## src/rtl/obstacle_spawner.sv

```systemverilog
// Per-frame obstacle/coin spawn decision with minimum-gap enforcement and a valid/ready hand-off.
// Optional statistics counters are compiled in when SPAWNER_STATS_EN is defined.
module obstacle_spawner #(
  parameter int MIN_GAP      = 24,
  parameter int SPAWN_THRESH = 96,
  parameter int COIN_RUN     = 4
) (
  input  logic        clock,
  input  logic        reset,
  input  logic        frame_tick,
  input  logic        game_active,
  input  logic [15:0] rand_val,
  output logic        spawn_valid,
  input  logic        spawn_ready,
  output logic [1:0]  spawn_lane,
  output logic [1:0]  spawn_kind,
  output logic [7:0]  gap_cnt
`ifdef SPAWNER_STATS_EN
  ,
  output logic [15:0] obstacles_spawned,
  output logic [15:0] coins_spawned,
  output logic [15:0] ticks_dropped
`endif
);

  typedef enum logic [1:0] {
    IDLE,
    DECIDE,
    OFFER,
    COIN_WAIT
  } state_t;

  localparam logic [1:0] KIND_NONE    = 2'd0;
  localparam logic [1:0] KIND_BARRIER = 2'd1;
  localparam logic [1:0] KIND_TRAIN   = 2'd2;
  localparam logic [1:0] KIND_COIN    = 2'd3;

  // Threshold is 9 bits wide so that 256 means "always spawn when the gap allows".
  localparam logic [8:0] THRESH      = 9'(SPAWN_THRESH);
  localparam logic [7:0] GAP_MIN     = 8'(MIN_GAP);
  localparam logic [3:0] COIN_RELOAD = 4'(COIN_RUN - 1);

  state_t      state;
  logic [15:0] sample;
  logic [3:0]  coins_left;
  logic        accept;
  logic        accept_obstacle;
  logic        is_obstacle;
  logic [1:0]  decide_lane;
  logic        sample_unused;

  assign accept          = spawn_valid & spawn_ready;
  assign accept_obstacle = accept & (spawn_kind != KIND_COIN);
  assign decide_lane     = (sample[9:8] == 2'd3) ? 2'd1 : sample[9:8];
  assign is_obstacle     = (gap_cnt >= GAP_MIN) && ({1'b0, sample[7:0]} < THRESH);
  assign sample_unused   = ^{sample[15:13], sample[10]};

  // An obstacle acceptance on the same edge as a frame tick leaves the counter at zero.
  always_ff @(posedge clock or posedge reset) begin
    if (reset) begin
      gap_cnt <= 8'd0;
    end else if (accept_obstacle) begin
      gap_cnt <= 8'd0;
    end else if (frame_tick && gap_cnt != 8'hFF) begin
      gap_cnt <= gap_cnt + 8'd1;
    end
  end

  always_ff @(posedge clock or posedge reset) begin
    if (reset) begin
      state       <= IDLE;
      sample      <= 16'd0;
      coins_left  <= 4'd0;
      spawn_valid <= 1'b0;
      spawn_lane  <= 2'd0;
      spawn_kind  <= KIND_NONE;
    end else if (!game_active) begin
      state       <= IDLE;
      coins_left  <= 4'd0;
      spawn_valid <= 1'b0;
      spawn_lane  <= 2'd0;
      spawn_kind  <= KIND_NONE;
    end else begin
      case (state)
        IDLE: begin
          if (frame_tick) begin
            sample <= rand_val;
            state  <= DECIDE;
          end
        end
        DECIDE: begin
          if (is_obstacle) begin
            spawn_lane  <= decide_lane;
            spawn_kind  <= sample[11] ? KIND_TRAIN : KIND_BARRIER;
            spawn_valid <= 1'b1;
            state       <= OFFER;
          end else if (sample[12]) begin
            spawn_lane  <= decide_lane;
            spawn_kind  <= KIND_COIN;
            coins_left  <= COIN_RELOAD;
            spawn_valid <= 1'b1;
            state       <= OFFER;
          end else begin
            state <= IDLE;
          end
        end
        OFFER: begin
          // Lane and kind survive into COIN_WAIT; that is the latched run lane.
          if (accept) begin
            spawn_valid <= 1'b0;
            if (spawn_kind == KIND_COIN && coins_left != 4'd0) begin
              state <= COIN_WAIT;
            end else begin
              state      <= IDLE;
              spawn_lane <= 2'd0;
              spawn_kind <= KIND_NONE;
            end
          end
        end
        COIN_WAIT: begin
          if (frame_tick) begin
            spawn_valid <= 1'b1;
            coins_left  <= coins_left - 4'd1;
            state       <= OFFER;
          end
        end
        default: state <= IDLE;
      endcase
    end
  end

`ifdef SPAWNER_STATS_EN
  always_ff @(posedge clock or posedge reset) begin
    if (reset) begin
      obstacles_spawned <= 16'd0;
      coins_spawned     <= 16'd0;
      ticks_dropped     <= 16'd0;
    end else begin
      if (accept_obstacle) obstacles_spawned <= obstacles_spawned + 16'd1;
      if (accept && spawn_kind == KIND_COIN) coins_spawned <= coins_spawned + 16'd1;
      if (frame_tick && (state == DECIDE || state == OFFER)) ticks_dropped <= ticks_dropped + 16'd1;
    end
  end
`endif

endmodule

```

## config.mk

```make
export PLATFORM = sky130hd
export DESIGN_NAME = obstacle_spawner
export DESIGN_NICKNAME = d
export VERILOG_FILES = /design/src/rtl/obstacle_spawner.sv
export SDC_FILE = /design/constraint.sdc
export NUM_CORES = 1
export LEC_CHECK = 0
export CAP_MARGIN = 20
export CORE_ASPECT_RATIO = 0.9
export CORE_MARGIN = 4
export CORE_UTILIZATION = 45
export CTS_CLUSTER_SIZE = 30
export DETAILED_ROUTE_END_ITERATION = 12
export GPL_TIMING_DRIVEN = 0
export PLACE_DENSITY = 0.76
export RECOVER_POWER = 100
export SYNTH_ARGS = -nofsm -noshare
export SYNTH_HDL_FRONTEND = slang
export SYNTH_SLANG_ARGS = --single-unit
```

## constraint.sdc

```tcl
create_clock -name clock -period 1.87 [get_ports clock]
set_input_delay 0.374 -clock clock [delete_from_list [all_inputs] [get_ports clock]]
set_output_delay 0.374 -clock clock [all_outputs]
set_load 0.005 [all_outputs]
```

==> out/qor.yml, run 1 <==
logic_synthesis:
  yosysSeqAreaShare_pct: 43.5
  synth_xor_area_share_pct: 3.51
  synthCells: 143
  async_flop_share_pct: 100
  synth_area_um2: 1500
  synth_warnings: 0
  synth_compound_area_share_pct: 18.4
  ys_types: 40
  synth.top_cell.area_share_pct: 43.5
  synthTopCellsByCount: "dfrtp_1 (26), inv_1 (13), nor2_1 (11), mux2_2 (9), ha_1 (8)"
  synthSimpleGateAreaFrac_pct: 12.6
  synth-seq-cells: 26
  yosys-top-cells-area: "dfrtp_1 (43%), mux2_2 (6.8%), ha_1 (6.7%)"
  synth_top_family_by_area: "compound AO/OA/AOI/OAI gates"
  synthMuxAreaShare_pct: 11.5
  synthAdderAreaFrac_pct: 6.69
  syn_area_per_cell_um2: 10.5
  synth_ff_type: "dfrtp_1"
  synth_edf_count: 0
  synth_top_cell_by_area: "dfrtp_1"
  yosysMostFrequentCell: "dfrtp_1"
  syn_nets: 172
grt:
  grt_pass1_wl_um: 5580
  antenna_found_initial: 0
  grt_max_degree: 27
  grt_util_all_layers_pct: 16.9
  grt_overflow: 0
  grt_pass1_vias: 1242
cts:
  htreeDepth: 1
  clk_latency_ns: 0.27
  cts_tree: "done"
  cts_sinks: 26
  clk_pin_slew_worst_paths_ns: 0.09
  clockRootBuffer: "clkbuf_8"
  cts_inserted_buffers: 3
  cts_hold_buf: 0
  ctsLongestPathBuffers: 2
power_and_ir_drop:
  report.power.total_mw: 2.62
  vdd_drop_max_uv: 673
  p_per_area_nw_per_um2: 1370
  p_leak_nw: 0.861
sta:
  tightestPinTransition_ns: 0.670
  hold_viol: 0
  rsz0062_at_grt: "true"
  setup_slack_ns: 0.0599
  finalSetupViolCount: 0
  period_minus_slack_ns: 1.81
  finClkSkew_ns: 0.00770
  fin_crit_sh_pct: 96.8
  drv_slew: 0
  relSlewSlack_pct: 55.3
  clock.fmax_mhz: 552
routing:
  vias: 1171
  drc: 0
  drt-initial-drc-count: 71
  wire_per_inst_um: 14.8
  routed_wl_um: 3180
  ant_nets: 0
  via_per_inst: 5.45
  first_pass_iters: 4
cells_and_area:
  n_antenna_cell: 0
  syn2layout_area_growth_pct: 27.7
  fillers: 261
  nNetsFinal: 203
  drive_above_1_share_pct: 16.2
floorplanning:
  dieArea_um2: 4310
  die_h_um: 62.7
  start_util_pct: 48.1
  num_rows: 19
  die_x_um: 68.8
  core-area_um2: 3110
  ios: 34
setup_path:
  critPathCaptureType: "register"
  cp-endpoint: "spawn_lane[1]"
  critPathRequiredTime_ns: 2.04
  reg2reg_to: "spawn_lane[1]"
  rrSetupSlack_ns: 0.06
  ff2ff_path_depth: 6
  r2r_start: "coins_left[0]"
  cp.arrival_ns: 1.98
  cp_max_fo: 4
  worst-setup-path-type: "reg2reg"
  crit_start: "coins_left[0]"
  worstSetupStartpointType: "register"
placement:
  place_worst_setup_slack_ns: -0.332
  port_buffers: 23
  dpl.hpwl_um: 2330
  globalplace.congestion: 0.763
run:
  maxCapViolations: 0
outcome:
  status: "finished clean"
hold_path:
  hp-class: "in2async"
critical path, stage by stage (launching register included):
cell      delay, ns
dfrtp_1        0.42
inv_1          0.09
ha_1           0.13
nor3b_2        0.22
o22ai_1        0.16
a211oi_4       0.35
mux2_4         0.33
power breakdown:
group          total (mW)  internal (mW)  switching, mW
clock               0.466          0.287          0.179
sequential          0.978          0.774          0.204
combinational        1.18          0.626          0.555
metal layers:
metal	part of all wire, %	up-vias	wire [um]	track usage [%]
li1	-	572	-	-
met1	44	572	1400	21.3
met2	50	22	1580	27.2
met3	4.6	5	145	3.78
met4	1.7	0	53	7.30
met5	0	-	0	0
area by class of cell:
type	count	area, um^2	share of cell area, %
buffer	2	8.76	0.458
sequential	26	652	34.1
tap	42	52.6	2.75
timing repair buffer	26	250	13.1
clock buffer	3	41.3	2.16
multi-input combinational	102	827	43.3
clock inverter	1	30.0	1.57
inverter	13	48.8	2.55
sequential cells by signal (all words and copies together) (netlist names):
name,count
sample,7
state,2
gap_cnt,8
coins_left,4
spawn_lane,2
spawn_valid,1
spawn_kind,2
how the worst min path moves through the flow:
stage / startpoint / to / cells past startpoint
final: reset / sample[9] / 2
after global routing: reset / sample[11] / 2
after CTS: spawn_valid / spawn_valid / 1
after detailed placement: spawn_valid / spawn_valid / 1
after global placement: sample[9] / sample[9] / 1
after floorplan: reset / coins_left[0] / 1
cells by family (layout without fill, tap and decap cells):
family,after synthesis,in the layout
AND/OR/NAND/NOR,37,37
flip-flops,26,26
buffers and inverters,15,45
AO/OA/AOI/OAI,36,36
adder cells (fa/ha/maj),8,8
multiplexers,15,15
XOR/XNOR,6,6
placed cells by master (no fill, tap or decap), types with 5 or more instances in the layout:
cell	n
nand2_1	6
a21oi_1	5
dfrtp_1	25
inv_1	13
o21ai_0	6
dlygate4sd3_1	9
mux2_2	9
xor2_1	5
nor2_1	11
ha_1	8
clkdlybuf4s50_1	14
through the flow:
stage | hold slack, ns | instances | util, % | instance area [um^2] | setup TNS [ns]
2_1_floorplan | 0.414 | 143 | - | 1500 | 0
4_1_cts | 0.532 | 214 | 60.5 | 1880 | 0
3_5_place_dp | 0.504 | 208 | 57.1 | 1780 | -2.90
6_report | 0.379 | 215 | 61.3 | 1910 | 0
3_3_place_gp | 0.494 | 208 | 57.1 | 1780 | -2.37
5_1_grt | 0.376 | 215 | 61.3 | 1910 | -0.00291
what timing repair did:
| action | in CTS | in global routing |
|---|---|---|
| resized for setup | 3 | 5 |
| pin swaps | 1 | 0 |
| buffers inserted | 2 | 0 |
| setup endpoints to repair | 11 | 12 |
(Power assumes the default switching activity.)
==> inputs of run 2 (changes only) <==
--- a/config.mk
+++ b/config.mk
@@ -14,6 +14,7 @@
 export GPL_TIMING_DRIVEN = 0
 export PLACE_DENSITY = 0.76
 export RECOVER_POWER = 100
+export SKIP_LAST_GASP = 1
 export SYNTH_ARGS = -nofsm -noshare
 export SYNTH_HDL_FRONTEND = slang
 export SYNTH_SLANG_ARGS = --single-unit
==> constraint.sdc (replaced) <==
create_clock -name clock -period 1.87 [get_ports clock]
set_input_delay 0.374 -clock clock [delete_from_list [all_inputs] [get_ports clock]]
set_output_delay 0.374 -clock clock [all_outputs]
set_load 0.02 [all_outputs]
==> run 2 against run 1 <==
Effect of this change: fmax is 1.2% lower; routed wire length is 2.2% higher; sequential power about the same; first-iteration DRC count is 21% higher; via count rose by 2.2%; register-to-register slack better by 0.02 ns.
==> out/qor.yml, run 2 (same netlist as run 1, synthesis figures left out) <==
outcome:
  status: "finished clean"  # unchanged
setup_path:
  path_buf_inv: 1  # unchanged
  cpMaxStageDelayCell: "clkdlybuf4s50_1"  # was dfrtp_1
  critPathCaptureType: "output pin"  # was register
  max_stage_delay_ns: 0.67  # was 0.42 ns
  critPathRequiredTime_ns: 1.50  # was 2.04 ns
  worst-setup-path-type: "reg2out"  # was reg2reg
  cp_max_fo: 8  # was 4
  critical-path-top-delay-family: "buffers and inverters"  # was compound AO/OA/AOI/OAI gates
  worstSetupStartpointType: "register"  # unchanged
  cp.arrival_ns: 1.46  # was 1.98 ns
  crit_path_cell_trace: "clkdlybuf4s50_1"  # was inv_1 > ha_1 > nor3b_2 > o22ai_1 > a211oi_4 > mux2_4
routing:
  vias: 1197  # was 1171
  drt-initial-drc-count: 86  # was 71
  via_per_inst: 5.54  # was 5.45
  first_pass_iters: 4  # unchanged
  ant_nets: 0  # unchanged
  wire_per_inst_um: 15.0  # was 14.8 um
  routed_wl_um: 3250  # was 3180 um
  drc: 0  # unchanged
power_and_ir_drop:
  p_leak_nw: 0.872  # was 0.861 nW
  p_per_area_nw_per_um2: 1450  # was 1370 nW/um^2
  vdd_drop_max_uv: 799  # was 673 uV
grt:
  antenna_found_initial: 0  # unchanged
  use_met2_pct: 27.2  # unchanged
  grt_util_all_layers_pct: 16.9  # unchanged
  grt_overflow: 0  # unchanged
  grt_pass1_wl_um: 5580  # unchanged
  gr-usage-met3_pct: 3.78  # unchanged
  top_usage_layer: "met2"  # unchanged
  grt_max_degree: 27  # unchanged
  grt_pass1_vias: 1242  # unchanged
  grtUsageMet1_pct: 21.3  # unchanged
cells_and_area:
  final_common_cell: "dfrtp_1"  # unchanged
  syn2layout_area_growth_pct: 29.2  # was 27.7%
  seq_area_um2: 652  # unchanged
  largest_reg_flops: 8  # unchanged
  nNetsFinal: 204  # was 203
  fillers: 261  # unchanged
  regMostFlops: "gap_cnt"  # unchanged
  top_regs: "gap_cnt: 8 flops, sample: 7 flops, coins_left: 4 flops"  # unchanged
  design_area_um2: 1930  # was 1910 um^2
  n_antenna_cell: 0  # unchanged
  drive_above_1_share_pct: 18.4  # was 16.2%
  final_cell_mix: "dfrtp_1 (25), inv_1 (12), clkdlybuf4s50_1 (12), nor2_1 (11), dlygate4sd3_1 (11)"  # was dfrtp_1 (25), clkdlybuf4s50_1 (14), inv_1 (13), nor2_1 (11)
  utilization_pct: 62.1  # was 61.3%
  multi_input_area_um2: 842  # was 827 um^2
floorplanning:
  dieArea_um2: 4310  # unchanged
  die_h_um: 62.7  # unchanged
  die_x_um: 68.8  # unchanged
  ios: 34  # unchanged
  start_util_pct: 48.1  # unchanged
  num_rows: 19  # unchanged
  core-area_um2: 3110  # unchanged
sta:
  hold_viol: 0  # unchanged
  relSlewSlack_pct: 55.5  # was 55.3%
  fin_crit_sh_pct: 97.9  # was 96.8%
  drv_slew: 0  # unchanged
  rsz0062_at_grt: "true"  # unchanged
  finClkSkew_ns: 0.00764  # was 0.00770 ns
  tightestPinTransition_ns: 0.667  # was 0.670 ns
  setup_slack_ns: 0.0387  # was 0.0599 ns
  setup-tns-final_ns: 0  # unchanged
  clock.fmax_mhz: 546  # was 552 MHz
  finalSetupViolCount: 0  # unchanged
  hold_slack_ns: 0.379  # about the same
  period_minus_slack_ns: 1.83  # was 1.81 ns
cts:
  cts_tree: "done"  # unchanged
  clk_pin_slew_worst_paths_ns: 0.09  # about the same
  clockRootBuffer: "clkbuf_8"  # unchanged
  htreeDepth: 1  # unchanged
  clk_latency_ns: 0.27  # about the same
  cts_sinks: 26  # unchanged
  cts_hold_buf: 0  # unchanged
  ctsLongestPathBuffers: 2  # unchanged
  cts_inserted_buffers: 3  # unchanged
placement:
  dpl_cell_area_um2: 1780  # unchanged
  place_worst_setup_slack_ns: -0.332  # unchanged
  dpl.hpwl_um: 2330  # unchanged
  port_buffers: 23  # unchanged
  globalplace.congestion: 0.763  # unchanged
run:
  maxCapViolations: 0  # unchanged
hold_path:
  hp-class: "in2async"  # unchanged
run 2: cell types whose count changed in the layout (fill, tap and decap cells not counted), sizes merged:
| cell | change |
|---|---|
| clkdlybuf4s50 | -2 |
| dlygate4sd3 | +2 |
| clkbuf | +1 |
run 2: per-stage QoR:
step,std cells,power (mW)
finish,216,2.80
global route,216,3.01
CTS,214,2.77
detailed placement,208,2.22
global placement,208,2.17
floorplan,143,1.81
run 2: repair_timing:
action / 4_1_cts / 5_1_grt
buffers inserted: 2 / 1
resized for setup: 3 / 9
pin swaps: 1 / 2
endpoints found under the hold margin: 0 / 0
endpoints found under the setup margin: 11 / 12
gates cloned: 0 / 0
run 2: final timing paths:
check                            start  depth (start not counted)  slack, ns          end
setup / recovery            gap_cnt[3]                          1       0.04   gap_cnt[3]
hold / removal                   reset                          2       0.38    sample[9]
setup reg to reg            gap_cnt[5]                          4       0.08  spawn_valid
hold reg to reg            spawn_valid                          1       0.52  spawn_valid
max in group asynchronous        reset                          3       0.70   gap_cnt[4]
min in group clock         spawn_valid                          1       0.52  spawn_valid
run 2: cell type report:
| type | instances | area share (%) |
|---|---|---|
| tap | 42 | 2.72 |
| multi-input combinational | 102 | 43.6 |
| inverter | 13 | 2.52 |
| clock inverter | 1 | 1.55 |
| sequential | 26 | 33.7 |
| clock buffer | 3 | 2.14 |
| buffer | 2 | 0.453 |
| timing repair buffer | 27 | 13.3 |
run 2: where the power goes:
group	internal, mW	total [mW]	switching [mW]
sequential	0.774	0.981	0.207
clock	0.287	0.466	0.179
combinational	0.666	1.35	0.682
total	1.73	2.80	1.07
run 2: layer usage:
layer | part of all wire, % | vias to the layer above | routed length, um
met1 | 44 | 584 | 1420
met5 | 0 | - | 0
li1 | - | 578 | -
met4 | 1.6 | 0 | 53
met2 | 49 | 30 | 1610
met3 | 5.0 | 5 | 164
